File: src/rtl/bits2bytes_stream.sv
// bits2bytes_stream: LSB-first bit-to-byte packer; clk/rst, in_valid/in_ready/in_bits[IN_W]/in_last in, out_valid/out_ready/out_bytes[N_BYTES][8]/out_last/out_nbytes out
module bits2bytes_stream #(
  parameter int N_BYTES = 4,
  parameter int IN_W = 1
) (
  input  logic                               clk,
  input  logic                               rst,
  input  logic                               in_valid,
  output logic                               in_ready,
  input  logic [IN_W-1:0]                    in_bits,
  input  logic                               in_last,
  output logic                               out_valid,
  input  logic                               out_ready,
  output logic [N_BYTES-1:0][7:0]            out_bytes,
  output logic                               out_last,
  output logic [$clog2(N_BYTES+1)-1:0]       out_nbytes
);
  localparam int W = N_BYTES * 8;
  localparam int BEATS = W / IN_W;
  localparam int CW = $clog2(BEATS + 1);
  localparam int NW = $clog2(N_BYTES + 1);
  if (N_BYTES < 1 || !(IN_W == 1 || IN_W == 2 || IN_W == 4 || IN_W == 8)) begin : g_bad
    $fatal(1, "bits2bytes_stream: N_BYTES must be >= 1 and IN_W one of 1, 2, 4, 8");
  end
  typedef enum logic {FILL, HOLD} state_t;
  state_t state;
  logic [CW-1:0] cnt, idx;
  logic [W-1:0] acc, beat;
  logic fire, done;
  assign in_ready = state == FILL || out_ready;
  assign out_valid = state == HOLD;
  assign out_bytes = acc;
  always_comb begin
    idx = state == HOLD ? '0 : cnt;
    fire = in_valid && in_ready;
    done = fire && (idx == CW'(BEATS - 1) || in_last);
    beat = W'(in_bits) << (32'(idx) * 32'(IN_W));
  end
  always_ff @(posedge clk) begin
    if (rst) begin
      state <= FILL;
      cnt <= '0;
      acc <= '0;
      out_last <= 1'b0;
      out_nbytes <= '0;
    end else if (fire) begin
      acc <= (state == HOLD ? '0 : acc) | beat;
      cnt <= done ? '0 : idx + CW'(1);
      state <= done ? HOLD : FILL;
      if (done) begin
        out_last <= in_last;
        out_nbytes <= in_last ? NW'(((32'(idx) + 32'd1) * 32'(IN_W) + 32'd7) / 32'd8) : NW'(N_BYTES);
      end
    end else if (state == HOLD && out_ready) begin
      acc <= '0;
      cnt <= '0;
      state <= FILL;
    end
  end
endmodule

File: config.mk
export PLATFORM = sky130hd
export DESIGN_NAME = bits2bytes_stream
export DESIGN_NICKNAME = d
export VERILOG_FILES = /design/src/rtl/bits2bytes_stream.sv
export SDC_FILE = /design/constraint.sdc
export NUM_CORES = 1
export LEC_CHECK = 0
export ABC_AREA = 1
export BUFFER_PORTS_ARGS = -buffer_cell sky130_fd_sc_hd__buf_2
export CORE_AREA = 2 2 89 91
export CTS_CLUSTER_SIZE = 28
export DETAILED_ROUTE_END_ITERATION = 16
export DIE_AREA = 0 0 91 93
export GPL_TIMING_DRIVEN = 0
export PLACE_DENSITY = 0.4
export RECOVER_POWER = 100
export SLEW_MARGIN = 20
export SYNTH_ARGS = -nofsm -noshare
export SYNTH_HDL_FRONTEND = slang
export SYNTH_SLANG_ARGS = --single-unit
File: constraint.sdc
create_clock -name clk -period 1.78 [get_ports clk]
set_input_delay 0.178 -clock clk [delete_from_list [all_inputs] [get_ports clk]]
set_output_delay 0.178 -clock clk [all_outputs]
set_load 0.02 [all_outputs]
==> reports/qor.yml <==
run_status:
  run_status: "finished clean"
synthesis:
  syn_inst: 264
  ys_seq_elements: 43
  synth_area_mm2: 0.00183
  yosysWarnings: 0
  seq_area_frac_synth_pct: 47.1
  ys_types: 19
  synth.avg_cell_area_um2: 6.92
  syn_nets: 271
layout:
  diodes: 0
  nets: 320
  layout_commonest_cell: "nand2_1"
  layout-drive-gt1-share_pct: 7.96
  final_cell_mix: "nand2_1, clkbuf_1, dfxtp_1, a21oi_1, nor2_1"
  multi_input_area_um2: 848
  syn_to_final_growth_pct: 21.1
  fillers: 907
  stdcell_count: 416
  regArea_um2: 862
grt:
  grt_pass1_vias: 1715
  antenna_found_initial: 0
  grt_max_degree: 14
  grt_pass1_wl_um: 8940
  overflow: 0
  grt_use_total_pct: 13.6
floorplanning:
  core_mm2: 0.00753
  die_x_um: 91
  ios: 44
  die-area_mm2: 0.00846
  num_rows: 32
  chipHeight_um: 93
  start_util_pct: 24.3
clock_tree:
  cts.clk_slew.worst_paths_ps: 90
  clk_latency_ps: 300
  tritoncts: "built"
  clockRootBuffer: "clkbuf_8"
  cts_buffers: 5
  cts_sinks: 43
  cts_max_level: 2
  hold_buffers: 0
  clock_path_buffers: 2
worst_hold_path:
  whs_endpoint: "out_valid$_SDFFE_PP0P_"
  hold_depth: 4
  min_from: "out_ready"
  hp-class: "in -> reg"
placement:
  io_buffer_count: 42
  hpwl_um: 4120
  dp_cells: 408
  gp_congestion: 0.878
power_and_ir_drop:
  ir_drop_mv: 0.295
  power_density_mw_per_mm2: 780
  leakagePower_nw: 0.791
worst_setup_path:
  r2r-end: "out_bytes[0]$_SDFFE_PP0P_"
  rrSetupSlack_ps: 160
  path_class: "reg -> reg"
  cp-start-kind: "flip-flop"
  cp_data_arrival_time_ps: 1860
  worst-path-max-fanout: 10
  ff2ff_path_depth: 7
  timing.rr.start: "out_valid$_SDFFE_PP0P_"
  cp-end-kind: "flip-flop"
  worst_ep_required_time_ps: 2010
sta:
  fmax_mhz: 616
  worst_slew_pin_slew_ps: 623
  hold_viol: 0
  rsz0062_at_grt: "no"
  layout_min_cycle_time_ps: 1620
  fin_crit_sh_pct: 91.2
  slew_violations: 0
  skew_ps: 11.2
  fin_tns_setup_ps: 0
  setup_viol: 0
  slew_headroom_pct: 58.5
route:
  dr.pass1.iters: 4
  viasPerCell: 4.42
  dr_total_vias: 1840
  drcViolationCount: 0
  wl_per_cell_um: 13.3
  ant_nets: 0
  detail_route.iter0.violations: 85
  wirelength_um: 5510
flow_run:
  cap_violations: 0
metal layers:
| metal | GRT usage, % | wire length (um) | vias up |
|---|---|---|---|
| met3 | 2.98 | 223 | 7 |
| li1 | - | - | 946 |
| met4 | 5.68 | 125 | 0 |
| met1 | 19.4 | 2910 | 842 |
| met5 | 0 | 0 | - |
| met2 | 19.9 | 2250 | 45 |
synth_stat cells:
cell	number	area, um^2
a21oi_1	40	200
inv_2	5	18.8
nand3_1	13	65.1
nand4_1	7	43.8
dfxtp_1	43	861
nor3_1	7	35.0
nand2_2	2	12.5
nor3_4	1	16.3
clkbuf_1	7	26.3
nor2_1	30	113
buf_2	1	5.00
nor2_2	1	6.26
buf_4	1	7.51
inv_1	17	63.8
a21boi_0	1	7.51
buf_1	1	3.75
nand2_1	85	319
nor3_2	1	10.0
ha_1	1	12.5
metrics by stage:
stage          cell area [um^2]  hold WS, ps  power, mW  utilization (%)  setup slack (ps)
2_1_floorplan              1830          415       1.08                -               238
3_3_place_gp               2160          450       1.12             28.8               107
3_5_place_dp               2160          452       1.12             28.8               117
4_1_cts                    2250          201       1.75             29.9              93.8
5_1_grt                    2210          238       1.81             29.4              22.0
6_report                   2210          196       1.73             29.4               157
flip-flops by register name, indices dropped and copies added (netlist names):
signal      count
out_bytes      32
cnt             6
out_nbytes      3
out_last        1
out_valid       1
area by class of cell:
cell class / count / share of cell area, %
multi-input cells: 189 / 38.3
inverters: 22 / 3.73
well taps: 102 / 5.77
clock inverters: 2 / 0.566
plain buffers: 10 / 1.92
flip-flops and latches: 43 / 39.0
repair buffers: 42 / 7.41
clock buffers: 6 / 3.28
critical path, cell delays in order (launching register included):
cell,delay [ps]
dfxtp_2,460
inv_2,120
nand2_2,110
inv_1,100
nor3_4,320
buf_4,230
nand2_1,90
a21oi_1,120
cells by family (layout without fill, tap and decap cells):
family,after synthesis,count (layout),share of synthesized area (%)
DFF,43,43,47.1
buffers and inverters,32,82,6.85
and+or+nand+nor,147,147,34.0
adders and majority gates,1,1,0.685
AOI/OAI and AO/OA,41,41,11.4
report_power, final:
| part | internal [mW] | switching (mW) |
|---|---|---|
| Sequential | 0.972 | 0.00960 |
| Combinational | 0.0278 | 0.0893 |
| Clock | 0.275 | 0.353 |
| Total | 1.27 | 0.452 |
how the worst max path moves through the flow:
stage / startpoint / endpoint / slack [ps] / depth (start not counted)
CTS: out_valid$_SDFFE_PP0P_ / out_bytes[0]$_SDFFE_PP0P_ / 90 / 7
global route: out_valid$_SDFFE_PP0P_ / cnt[5]$_SDFFE_PP0P_ / 20 / 12
global placement: cnt[3]$_SDFFE_PP0P_ / out_bytes[14]$_SDFFE_PP0P_ / 110 / 6
detailed placement: out_valid$_SDFFE_PP0P_ / out_bytes[0]$_SDFFE_PP0P_ / 120 / 7
finish: out_valid$_SDFFE_PP0P_ / out_bytes[0]$_SDFFE_PP0P_ / 160 / 7
floorplan: out_valid$_SDFFE_PP0P_ / cnt[5]$_SDFFE_PP0P_ / 240 / 12
what timing repair did:
item                       in CTS  in global routing
setup endpoints to repair       0                 19
setup buffers                   0                  0
resized for setup               0                  3
Note: power is estimated with default switching activity, not from simulation.
